===== config.mk =====
export PLATFORM = sky130hd
export DESIGN_NAME = linebuffer_ctrl_flat
export DESIGN_NICKNAME = d
export VERILOG_FILES = /design/src/rtl/linebuffer_ctrl_pkg.sv /design/src/rtl/linebuffer_ctrl_if.sv /design/src/rtl/linebuffer_ctrl_rd.sv /design/src/rtl/linebuffer_ctrl.sv /design/src/flat_wrapper.sv
export SDC_FILE = /design/constraint.sdc
export NUM_CORES = 1
export LEC_CHECK = 0
export ABC_AREA = 1
export BUFFER_PORTS_ARGS = -buffer_cell sky130_fd_sc_hd__buf_4
export CELL_PAD_IN_SITES_DETAIL_PLACEMENT = 1
export CELL_PAD_IN_SITES_GLOBAL_PLACEMENT = 1
export CORE_ASPECT_RATIO = 1.2
export CORE_MARGIN = 5
export CORE_UTILIZATION = 40
export DETAILED_ROUTE_END_ITERATION = 7
export GPL_TIMING_DRIVEN = 0
export MAX_ROUTING_LAYER = met4
export PLACE_DENSITY = 0.89
export SYNTH_ARGS = -nofsm -noshare
export SYNTH_HDL_FRONTEND = slang
export SYNTH_SLANG_ARGS = --single-unit

===== constraint.sdc =====
create_clock -name CLK -period 1.6 [get_ports CLK]
set_input_delay 0.32 -clock CLK [delete_from_list [all_inputs] [get_ports CLK]]
set_output_delay 0.32 -clock CLK [all_outputs]
set_load 0.02 [all_outputs]

===== src/rtl/linebuffer_ctrl_pkg.sv =====
// Shared types for the sprite line-buffer sequencer: FSM encodings, buffer geometry and the strobe bundle.
// Helper functions map {bank, x[0]} onto per-buffer one-hot strobes and packed 8-bit address lanes.
package linebuffer_ctrl_pkg;

    localparam int unsigned LB_DEPTH = 192;
    localparam int unsigned LB_XMAX  = 384;

    typedef enum logic [1:0] {
        LB_W_IDLE = 2'd0,
        LB_W_LOAD = 2'd1,
        LB_W_RUN  = 2'd2
    } wr_state_t;

    typedef enum logic [2:0] {
        LB_R_IDLE = 3'd0,
        LB_R_WAIT = 3'd1,
        LB_R_ADDR = 3'd2,
        LB_R_CLR  = 3'd3,
        LB_R_DONE = 3'd4
    } rd_state_t;

    // One side's contribution to the four buffers' control pins.
    typedef struct packed {
        logic [3:0]  ck;
        logic [3:0]  load;
        logic [31:0] addr;
        logic [3:0]  we;
        logic [3:0]  clr;
    } lb_ctl_t;

    localparam lb_ctl_t LB_CTL_IDLE = '{ck: 4'h0, load: 4'hF, addr: 32'h0, we: 4'h0, clr: 4'h0};

    function automatic logic [1:0] lb_buf_idx(input logic bank, input logic x0);
        return {bank, x0};
    endfunction

    function automatic logic [3:0] lb_onehot(input logic [1:0] idx);
        return 4'b0001 << idx;
    endfunction

    function automatic logic [31:0] lb_addr_place(input logic [1:0] idx, input logic [7:0] a);
        return {24'h0, a} << {idx, 3'b000};
    endfunction

endpackage


===== src/rtl/linebuffer_ctrl_if.sv =====
// Renderer/timing inputs and line-buffer control outputs of the sequencer.
// master = renderer + video timing side, slave = the sequencer.
interface linebuffer_ctrl_if;

    logic        PIX_EN;
    logic        LINE_START;
    logic        SPR_LOAD;
    logic [8:0]  SPR_X;
    logic        SPR_PIX_VALID;
    logic [3:0]  SPR_COLOR;
    logic        SPR_READY;
    logic [3:0]  LB_CK;
    logic [3:0]  LB_LOAD;
    logic [31:0] LB_ADDR;
    logic [3:0]  LB_WE;
    logic [3:0]  LB_CLEARING;
    logic [3:0]  COLOR_OUT;
    logic        WR_BANK;
    logic [1:0]  RD_SEL;
    logic        RD_ACTIVE;

    modport master (
        output PIX_EN, LINE_START, SPR_LOAD, SPR_X, SPR_PIX_VALID, SPR_COLOR,
        input  SPR_READY, LB_CK, LB_LOAD, LB_ADDR, LB_WE, LB_CLEARING,
        input  COLOR_OUT, WR_BANK, RD_SEL, RD_ACTIVE
    );

    modport slave (
        input  PIX_EN, LINE_START, SPR_LOAD, SPR_X, SPR_PIX_VALID, SPR_COLOR,
        output SPR_READY, LB_CK, LB_LOAD, LB_ADDR, LB_WE, LB_CLEARING,
        output COLOR_OUT, WR_BANK, RD_SEL, RD_ACTIVE
    );

endinterface


===== src/rtl/linebuffer_ctrl_rd.sv =====
// Read-out/clear sequencer: per pixel enable, address-load strobe then write-backdrop strobe on the read bank.
// Latency: strobes 1 and 2 CLK after PIX_EN; no backpressure, PIX_EN outside R_WAIT is ignored.
module linebuffer_ctrl_rd
    import linebuffer_ctrl_pkg::*;
#(
    parameter int ACTIVE_PIX = 320
) (
    input  logic       CLK,
    input  logic       nRESET,
    input  logic       pix_en,
    input  logic       line_start,
    input  logic       wr_bank,
    output lb_ctl_t    rd_ctl,
    output logic [1:0] rd_sel,
    output logic       rd_active
);

    localparam logic [8:0] LAST_X = 9'(ACTIVE_PIX);

    rd_state_t  state;
    logic [8:0] rx;
    logic [8:0] rx_nxt;
    logic [1:0] r_idx;

    assign rx_nxt = rx + 9'd1;
    assign r_idx  = lb_buf_idx(~wr_bank, rx[0]);

    always_ff @(posedge CLK or negedge nRESET) begin
        if (!nRESET) begin
            state     <= LB_R_IDLE;
            rx        <= '0;
            rd_sel    <= '0;
            rd_active <= 1'b0;
            rd_ctl    <= LB_CTL_IDLE;
        end else begin
            // Strobes are single-cycle: every state that wants one sets it again.
            rd_ctl <= LB_CTL_IDLE;
            if (line_start) begin
                state     <= LB_R_WAIT;
                rx        <= '0;
                rd_active <= 1'b1;
            end else begin
                case (state)
                    LB_R_WAIT: begin
                        if (pix_en) begin
                            state       <= LB_R_ADDR;
                            rd_sel      <= r_idx;
                            rd_ctl.ck   <= lb_onehot(r_idx);
                            rd_ctl.load <= ~lb_onehot(r_idx);
                            rd_ctl.addr <= lb_addr_place(r_idx, rx[8:1]);
                        end
                    end
                    LB_R_ADDR: begin
                        state      <= LB_R_CLR;
                        rd_ctl.we  <= lb_onehot(rd_sel);
                        rd_ctl.clr <= lb_onehot(rd_sel);
                    end
                    LB_R_CLR: begin
                        rx <= rx_nxt;
                        if (rx_nxt == LAST_X) begin
                            state     <= LB_R_DONE;
                            rd_active <= 1'b0;
                        end else begin
                            state <= LB_R_WAIT;
                        end
                    end
                    default: ;
                endcase
            end
        end
    end

endmodule


===== src/rtl/linebuffer_ctrl.sv =====
// Sprite line-buffer sequencer: renderer writes one bank while the other is read out and cleared; banks swap per line.
// Latency: write strobes in the accepting cycle, read strobes 1-2 CLK after PIX_EN; SPR_READY low outside W_RUN and on LINE_START.
module linebuffer_ctrl
    import linebuffer_ctrl_pkg::*;
#(
    parameter int ACTIVE_PIX = 320,
    parameter bit BANK_RESET = 1'b0
) (
    input  logic             CLK,
    input  logic             nRESET,
    linebuffer_ctrl_if.slave lb
);

    wr_state_t  w_state;
    logic [8:0] wx;
    logic       wr_bank_q;
    logic       ready_q;
    logic       accept;
    logic [1:0] wr_b;
    lb_ctl_t    wr_ctl;
    lb_ctl_t    rd_ctl;
    logic [3:0] color_out;

    // LINE_START wins over a coincident pixel, so it masks READY combinationally.
    assign lb.SPR_READY = ready_q & ~lb.LINE_START;
    assign accept       = lb.SPR_PIX_VALID & lb.SPR_READY;
    assign wr_b         = lb_buf_idx(wr_bank_q, wx[0]);

    always_ff @(posedge CLK or negedge nRESET) begin
        if (!nRESET) begin
            w_state   <= LB_W_IDLE;
            wx        <= '0;
            wr_bank_q <= BANK_RESET;
            ready_q   <= 1'b0;
        end else if (lb.LINE_START) begin
            wr_bank_q <= ~wr_bank_q;
            w_state   <= LB_W_IDLE;
            ready_q   <= 1'b0;
        end else if (lb.SPR_LOAD) begin
            wx      <= lb.SPR_X;
            w_state <= LB_W_LOAD;
            ready_q <= 1'b0;
        end else begin
            case (w_state)
                LB_W_LOAD: begin
                    w_state <= LB_W_RUN;
                    ready_q <= 1'b1;
                end
                LB_W_RUN: begin
                    if (accept) wx <= wx + 9'd1;
                end
                default: ;
            endcase
        end
    end

    // Off-line pixels (x >= LB_XMAX) still clock the counter so X keeps advancing.
    always_comb begin
        wr_ctl    = LB_CTL_IDLE;
        color_out = '0;
        if (accept) begin
            wr_ctl.ck   = lb_onehot(wr_b);
            wr_ctl.load = ~lb_onehot(wr_b);
            wr_ctl.addr = lb_addr_place(wr_b, wx[8:1]);
            color_out   = lb.SPR_COLOR;
            if ((lb.SPR_COLOR != 4'h0) && (wx < 9'(LB_XMAX)))
                wr_ctl.we = lb_onehot(wr_b);
        end
    end

    linebuffer_ctrl_rd #(
        .ACTIVE_PIX (ACTIVE_PIX)
    ) u_rd (
        .CLK        (CLK),
        .nRESET     (nRESET),
        .pix_en     (lb.PIX_EN),
        .line_start (lb.LINE_START),
        .wr_bank    (wr_bank_q),
        .rd_ctl     (rd_ctl),
        .rd_sel     (lb.RD_SEL),
        .rd_active  (lb.RD_ACTIVE)
    );

    // Read and write sides always target opposite banks, so per-bit merge is safe.
    assign lb.LB_CK       = wr_ctl.ck   | rd_ctl.ck;
    assign lb.LB_LOAD     = wr_ctl.load & rd_ctl.load;
    assign lb.LB_ADDR     = wr_ctl.addr | rd_ctl.addr;
    assign lb.LB_WE       = wr_ctl.we   | rd_ctl.we;
    assign lb.LB_CLEARING = wr_ctl.clr  | rd_ctl.clr;
    assign lb.COLOR_OUT   = color_out;
    assign lb.WR_BANK     = wr_bank_q;

    bank_no_collide: assert property (@(posedge CLK) disable iff (!nRESET)
        (wr_ctl.ck & rd_ctl.ck) == 4'h0 && (wr_ctl.we & rd_ctl.we) == 4'h0);

endmodule


===== src/flat_wrapper.sv =====
// flat-port wrapper written by rule: the top's interface ports become plain ports
module linebuffer_ctrl_flat import linebuffer_ctrl_pkg::*;
#(
    parameter int ACTIVE_PIX = 320,
    parameter bit BANK_RESET = 1'b0
)
  (CLK, nRESET, lb_PIX_EN, lb_LINE_START, lb_SPR_LOAD, lb_SPR_X, lb_SPR_PIX_VALID, lb_SPR_COLOR, lb_SPR_READY, lb_LB_CK, lb_LB_LOAD, lb_LB_ADDR, lb_LB_WE, lb_LB_CLEARING, lb_COLOR_OUT, lb_WR_BANK, lb_RD_SEL, lb_RD_ACTIVE);
  linebuffer_ctrl_if lb_i ();
  input  logic CLK;
  input  logic nRESET;
  input wire logic [$bits(lb_i.PIX_EN)-1:0] lb_PIX_EN;
  input wire logic [$bits(lb_i.LINE_START)-1:0] lb_LINE_START;
  input wire logic [$bits(lb_i.SPR_LOAD)-1:0] lb_SPR_LOAD;
  input wire logic [$bits(lb_i.SPR_X)-1:0] lb_SPR_X;
  input wire logic [$bits(lb_i.SPR_PIX_VALID)-1:0] lb_SPR_PIX_VALID;
  input wire logic [$bits(lb_i.SPR_COLOR)-1:0] lb_SPR_COLOR;
  output wire logic [$bits(lb_i.SPR_READY)-1:0] lb_SPR_READY;
  output wire logic [$bits(lb_i.LB_CK)-1:0] lb_LB_CK;
  output wire logic [$bits(lb_i.LB_LOAD)-1:0] lb_LB_LOAD;
  output wire logic [$bits(lb_i.LB_ADDR)-1:0] lb_LB_ADDR;
  output wire logic [$bits(lb_i.LB_WE)-1:0] lb_LB_WE;
  output wire logic [$bits(lb_i.LB_CLEARING)-1:0] lb_LB_CLEARING;
  output wire logic [$bits(lb_i.COLOR_OUT)-1:0] lb_COLOR_OUT;
  output wire logic [$bits(lb_i.WR_BANK)-1:0] lb_WR_BANK;
  output wire logic [$bits(lb_i.RD_SEL)-1:0] lb_RD_SEL;
  output wire logic [$bits(lb_i.RD_ACTIVE)-1:0] lb_RD_ACTIVE;
  assign lb_i.PIX_EN = lb_PIX_EN;
  assign lb_i.LINE_START = lb_LINE_START;
  assign lb_i.SPR_LOAD = lb_SPR_LOAD;
  assign lb_i.SPR_X = lb_SPR_X;
  assign lb_i.SPR_PIX_VALID = lb_SPR_PIX_VALID;
  assign lb_i.SPR_COLOR = lb_SPR_COLOR;
  assign lb_SPR_READY = lb_i.SPR_READY;
  assign lb_LB_CK = lb_i.LB_CK;
  assign lb_LB_LOAD = lb_i.LB_LOAD;
  assign lb_LB_ADDR = lb_i.LB_ADDR;
  assign lb_LB_WE = lb_i.LB_WE;
  assign lb_LB_CLEARING = lb_i.LB_CLEARING;
  assign lb_COLOR_OUT = lb_i.COLOR_OUT;
  assign lb_WR_BANK = lb_i.WR_BANK;
  assign lb_RD_SEL = lb_i.RD_SEL;
  assign lb_RD_ACTIVE = lb_i.RD_ACTIVE;
  linebuffer_ctrl #(.ACTIVE_PIX(ACTIVE_PIX), .BANK_RESET(BANK_RESET)) u_core (.CLK(CLK), .nRESET(nRESET), .lb(lb_i));
endmodule

# Word level (Yosys, flattened, before mapping)
# Index checks and enable logic that the tools add are counted.
# W data, S select, Z words.
dict set report classes {
  add_sub_neg 2
  n_lt_le_gt_ge 1
  eq_ne 7
  n_shift 5
  mux 25
  bitwise 10
  reduce_logical 12
}
# cell count
set ops {}
lappend ops {{$mux W40} 2}
lappend ops {{$shl A8 B5 Y32} 2}
lappend ops {{$mux W48} 1}
lappend ops {{$mux W9} 5}
lappend ops {{$mux W44} 1}
lappend ops {{$or A32 B32 Y32} 1}
lappend ops {{$add A9 B1 Y9 const B} 2}
lappend ops {{$shl A1 B2 Y4 const A} 3}
lappend ops {{$eq A9 B9 Y1 const B} 1}
lappend ops {{$lt A9 B9 Y1 const B} 1}
lappend ops {{$mux W3} 3}
lappend ops {{$pmux W3 S3} 1}
lappend ops {{$mux W4} 2}
lappend ops {{$mux W8} 1}
lappend ops {{$not A4 Y4} 2}
lappend ops {{$or A4 B4 Y4} 2}
lappend ops {{$reduce_bool A2 Y1} 4}
lappend ops {{$reduce_bool A4 Y1} 2}
lappend ops {{$eq A3 B2 Y1 const B} 2}
lappend ops {{$mux W1} 6}
lappend ops {{$mux W2} 3}
lappend ops {{$reduce_and A3 Y1} 2}
lappend ops {{$and A4 B4 Y4} 1}
lappend ops {{$reduce_and A2 Y1} 2}
lappend ops {{8 further kinds} 10}
dict set report word_totals {
  reg_bits 76
  inputBits 19
  output_inout_bits 57
  word_cells 75
}

# Longest topological paths before layout
dict set report logic_depth {
  ltp_word 6
  mapped_depth 10
  mapped_depth_nobuf 10
}

# Modules after synthesis
# A second synthesis with hierarchy kept.
dict set report unflattened {
  hier_cells 415
  hier_area_um2 3510.9
}
# module n_inst cells_each area_per_inst_um2 seq_area_each_um2
set modules_own_cells {}
lappend modules_own_cells {linebuffer_ctrl_rd 1 219 2253.4 1481.4}
lappend modules_own_cells {linebuffer_ctrl 1 196 1257.5 300.3}

# Worst setup path before layout
# No wires, ideal clock.
dict set report synth_timing {
  path_type {register to output}
  start {reg u_core.w_state[1] (netlist name)}
  end {out lb_LB_ADDR[10]}
  arrival_ps 1465
  t_required_ps 1280
  path_slack_ps -185
  path_stages_with_launch 9
  n_path_buf 0
  path_cell_list {dfrtp_1 inv_1 nor2_2 inv_2 nor2_2 inv_2 nor2_4 nand2_4 o21bai_1}
}
# element line_no
set synth_rtl {}
lappend synth_rtl {{end, declared} flat_wrapper.sv:20} ;# output wire logic [$bits(lb_i.LB_ADDR)-1:0] lb_LB_ADDR;

==> results summary <==
After detailed routing, the number of remaining DRC violations is 0. The switching power as a share of total power is 37.2%. The all-layer global routing usage is 31.2%.

The count of pins over their slew limit is 0. The number of buffer cells added on primary ports is 74. TritonCTS built the clock tree. When the netlist entered floorplanning its net count stood at 409. The number of violations of the max-capacitance limit is 0. Setup repair after global routing could not meet its margin everywhere. The clock-pin slew on the worst setup and hold paths is 90 ps. In the synthesized netlist the dominant register cell turns out to be sky130_fd_sc_hd__dfrtp_1. The count of unique library cells instantiated by Yosys is 31. The final routed wirelength across all metal layers is 17600 um. The total power draw came out at 5.12 mW. The maximum number of buffers from clock root to sink is 2. The power density over cell area came out at 937 nW/um2. The cell leakage power came out at 2.56 nW. Yosys mapped a number of flops with a built-in enable equal to 0.

The post-synth design cell area is 3350 um2. 76 I/O pins were placed. The worst-case vdd ir drop came out at 1.12 mV.

The die width came out at 93.5 um. The worst-case clock skew is 16.1 ps. The sequential share of the synthesized area came out at 53.2%. The root buffer cell is sky130_fd_sc_hd__clkbuf_8. In this run, flip-flops and latches consume 41.0% of the power. The ratio of cells with drive above 1 in the final layout came out at 48.8%. In this run the worst hold path is classified as primary input to async pin. The antenna violation net count after detailed routing came out at 0. The count of standard-cell rows came out at 36.

Entering global routing, the biggest net connects 72 pins. The worst slew margin relative to its limit came out at 37.3%. In this run the power spent charging and discharging nets is 1.90 mW. The final route contains 3664 vias. The starting density of the core is 41.1%.

The post-route worst setup slack came out at -640 ps. The arrival time at the worst endpoint is 1920 ps. The fraction of synthesis flops using an asynchronous set or reset pin is 100%.

The first detailed-routing pass took 5 iterations. The via density per instance came out at 5.92. After global routing the overflow that remains totals 0.

The worst endpoint required time is 1280 ps. The number of levels the H-tree was split into came out at 3. The flow ran to the end, but the final reports show violations. The nature of the critical path startpoint is a flop. The combinational cell fraction of total power is 25.1%. The via count of the first global-routing pass came out at 3778. CTS saw 71 sinks.

The number of fillers in the final layout came out at 847. Derived from the worst setup path, the maximum achievable clock frequency is 446 MHz. The number of instances in the synthesized netlist is 386. Counting tap cells, the placed design contains a total of 574 instances. The synthesized design contains 71 register bits. At the end of routability-driven placement, the weighted congestion stood at 0.893.

The tightest hold margin came out at 71.6 ps. Setup violations remaining at the end of the flow were counted as 64. The initial antenna violation count came out at 1.

The slack of the worst reg-to-reg path is -130 ps. The post-route cell area is 5460 um2. In this run the cell area measured after placement is 4210 um2. The share of total power dissipated in the clock network is 33.9%. The area of the die is 10300 um2.

The first global-routing pass estimated 22500 um of wire. The internal power component came out at 3.21 mW. The number of DRC violations after detailed-routing iteration 0 came out at 235.

The count of placed standard cells in the final layout, fillers left out came out at 619. The mean instance size in the synthesized netlist came out at 8.68 um2. The worst setup path is of the flop to output port kind. The final layout contains 522 nets. The number of buffers created by CTS is 9. The number of hold violations in the final report came to 0. Measured along the y axis, the die boundary spans 110 um. The total negative slack for setup checks came out at -27610 ps. STA classifies the critical path endpoint as an output port. The warning count from the yosys run came out at 0. The later pin in the worst-skew pair is clocked with a latency of 380 ps. The final critical path takes up 140% of the cycle. The detail-routed net length per standard cell came out at 28.5 um.

The growth of design area from synthesis to finish came out at 63.1%. The sum of net half-perimeters after detailed placement is 7570 um. Timing analysis after detailed placement gives a worst setup slack of -377 ps. The time the worst path needs with I/O delays and setup came out at 2240 ps. For this run, the share of the core covered by cells in the final layout is 67.0%. The measured slew at the worst slew-check pin is 941 ps. The region available for standard cell placement spans 8150 um2. The highest fanout seen on the critical path came out at 5.

The final reports fail on negative setup slack.
cell families (layout without fill, tap and decap cells):
| family | Yosys count | count (layout) | synth area share (%) |
|---|---|---|---|
| XOR/XNOR | 1 | 1 | 0.262 |
| flip-flops | 71 | 71 | 53.2 |
| buffers and inverters | 73 | 186 | 8.82 |
| other | 0 | 1 | 0 |
| AND/OR/NAND/NOR | 156 | 161 | 20.9 |
| AO/OA/AOI/OAI | 81 | 81 | 15.3 |
| adder cells (fa/ha/maj) | 4 | 4 | 1.49 |
critical path: stages, from the launching register on:
cell                       delay [ps]
sky130_fd_sc_hd__dfrtp_1          360
sky130_fd_sc_hd__inv_2             60
sky130_fd_sc_hd__nor2_4           110
sky130_fd_sc_hd__inv_2             70
sky130_fd_sc_hd__nor2_4           150
sky130_fd_sc_hd__inv_4             70
sky130_fd_sc_hd__nor2_4           120
sky130_fd_sc_hd__buf_12           160
sky130_fd_sc_hd__nand2_8          100
sky130_fd_sc_hd__o21bai_4         180
sky130_fd_sc_hd__buf_6            150
synth_stat cells, types with 2 or more instances:
cell type	count	area (um2)
sky130_fd_sc_hd__nor2_4	2	22.5
sky130_fd_sc_hd__buf_4	4	30.0
sky130_fd_sc_hd__o21ai_1	2	10.0
sky130_fd_sc_hd__o21ai_0	20	100
sky130_fd_sc_hd__buf_2	5	25.0
sky130_fd_sc_hd__dfrtp_1	67	1680
sky130_fd_sc_hd__nand2_2	3	18.8
sky130_fd_sc_hd__nor3_1	3	15.0
sky130_fd_sc_hd__nand3_2	2	20.0
sky130_fd_sc_hd__ha_1	4	50.1
sky130_fd_sc_hd__nor2_1	62	233
sky130_fd_sc_hd__o22ai_1	5	31.3
sky130_fd_sc_hd__inv_1	55	206
sky130_fd_sc_hd__nand2_1	55	206
sky130_fd_sc_hd__nand3_1	13	65.1
sky130_fd_sc_hd__o21bai_1	36	270
sky130_fd_sc_hd__nand4_1	4	25.0
sky130_fd_sc_hd__nor2_2	2	12.5
sky130_fd_sc_hd__nand2_4	2	22.5
sky130_fd_sc_hd__a21oi_1	14	70.1
sky130_fd_sc_hd__or2_1	3	18.8
sky130_fd_sc_hd__dfstp_2	4	105
sky130_fd_sc_hd__inv_2	8	30.0
sky130_fd_sc_hd__nor4_1	4	25.0
registers in the layout, indices dropped and copies added (netlist names):
signal / count
u_core.lb.WR_BANK: 1
u_core.u_rd.rx: 9
u_core.u_rd.state: 3
u_core.w_state: 2
u_core.wx: 9
u_core.u_rd.rd_ctl: 44
u_core.u_rd.rd_active: 1
u_core.u_rd.rd_sel: 2
placed cells by master, fill, tap and decap left out, types with 4 or more instances in the layout:
master and n:
sky130_fd_sc_hd__dfrtp_1 62, sky130_fd_sc_hd__buf_6 53, sky130_fd_sc_hd__nand2_1 49, sky130_fd_sc_hd__buf_4 47, sky130_fd_sc_hd__inv_1 45, sky130_fd_sc_hd__nor2_1 40, sky130_fd_sc_hd__o21bai_4 31, sky130_fd_sc_hd__o21ai_0 18
sky130_fd_sc_hd__nor2_2 15, sky130_fd_sc_hd__a21oi_1 12, sky130_fd_sc_hd__nor2_4 11, sky130_fd_sc_hd__clkbuf_8 10, sky130_fd_sc_hd__inv_2 9, sky130_fd_sc_hd__nand3_1 8, sky130_fd_sc_hd__nand2_8 7, sky130_fd_sc_hd__inv_4 6
sky130_fd_sc_hd__o21bai_2 5, sky130_fd_sc_hd__nand2_2 5, sky130_fd_sc_hd__nand3_2 5, sky130_fd_sc_hd__o22ai_1 5, sky130_fd_sc_hd__nand4_1 4, sky130_fd_sc_hd__nor4_1 4, sky130_fd_sc_hd__dfrtp_2 4, sky130_fd_sc_hd__dfstp_2 4
repair_timing:
item,in CTS,in global routing
gates resized for setup,98,85
hold buffers,0,0
buffers inserted,15,8
setup endpoints to repair,58,92
pin swaps,6,11
cloned,4,1
metal layers:
layer / vias to the layer above / GRT usage [%] / share of wire, %
met3: 96 / 7.33 / 6.5
met5: - / - / 0
met1: 1862 / 34.3 / 36
met2: 234 / 52.4 / 50
li1: 1472 / - / -
met4: 0 / 17.3 / 7.5
power by group through the flow:
stage,logic [mW],clock network (mW),registers (mW)
after floorplan,0.475,0,2.07
after global placement,0.771,0,2.05
after detailed placement,0.803,0,2.07
after CTS,1.01,1.67,2.04
after global routing,1.34,1.81,2.10
final,1.29,1.73,2.10
final timing paths:
path | from | end | cells past startpoint
max | u_core.w_state[1] | lb_LB_ADDR[3] | 10
min | nRESET | u_core.u_rd.rd_ctl[39] | 1
min reg2reg | u_core.u_rd.rd_sel[1] | u_core.u_rd.rd_ctl[1] | 1
max reg2reg | u_core.wx[0] | u_core.wx[8] | 11
min in group CLK | lb_SPR_X[5] | u_core.wx[5] | 3
max in group asynchronous | nRESET | u_core.u_rd.rx[0] | 1
layout make-up:
type / instances / area (um2) / share of cell area (%)
diodes: 1 / 2.50 / 0.0458
clock inverters: 5 / 81.3 / 1.49
clock buffers: 11 / 141 / 2.59
plain buffers: 10 / 71.3 / 1.31
well taps: 114 / 143 / 2.61
inverters: 63 / 264 / 4.83
multi-input cells: 247 / 2010 / 36.8
repair buffers: 97 / 957 / 17.5
flip-flops and latches: 71 / 1790 / 32.8
Power figures use the tool's default switching activity.
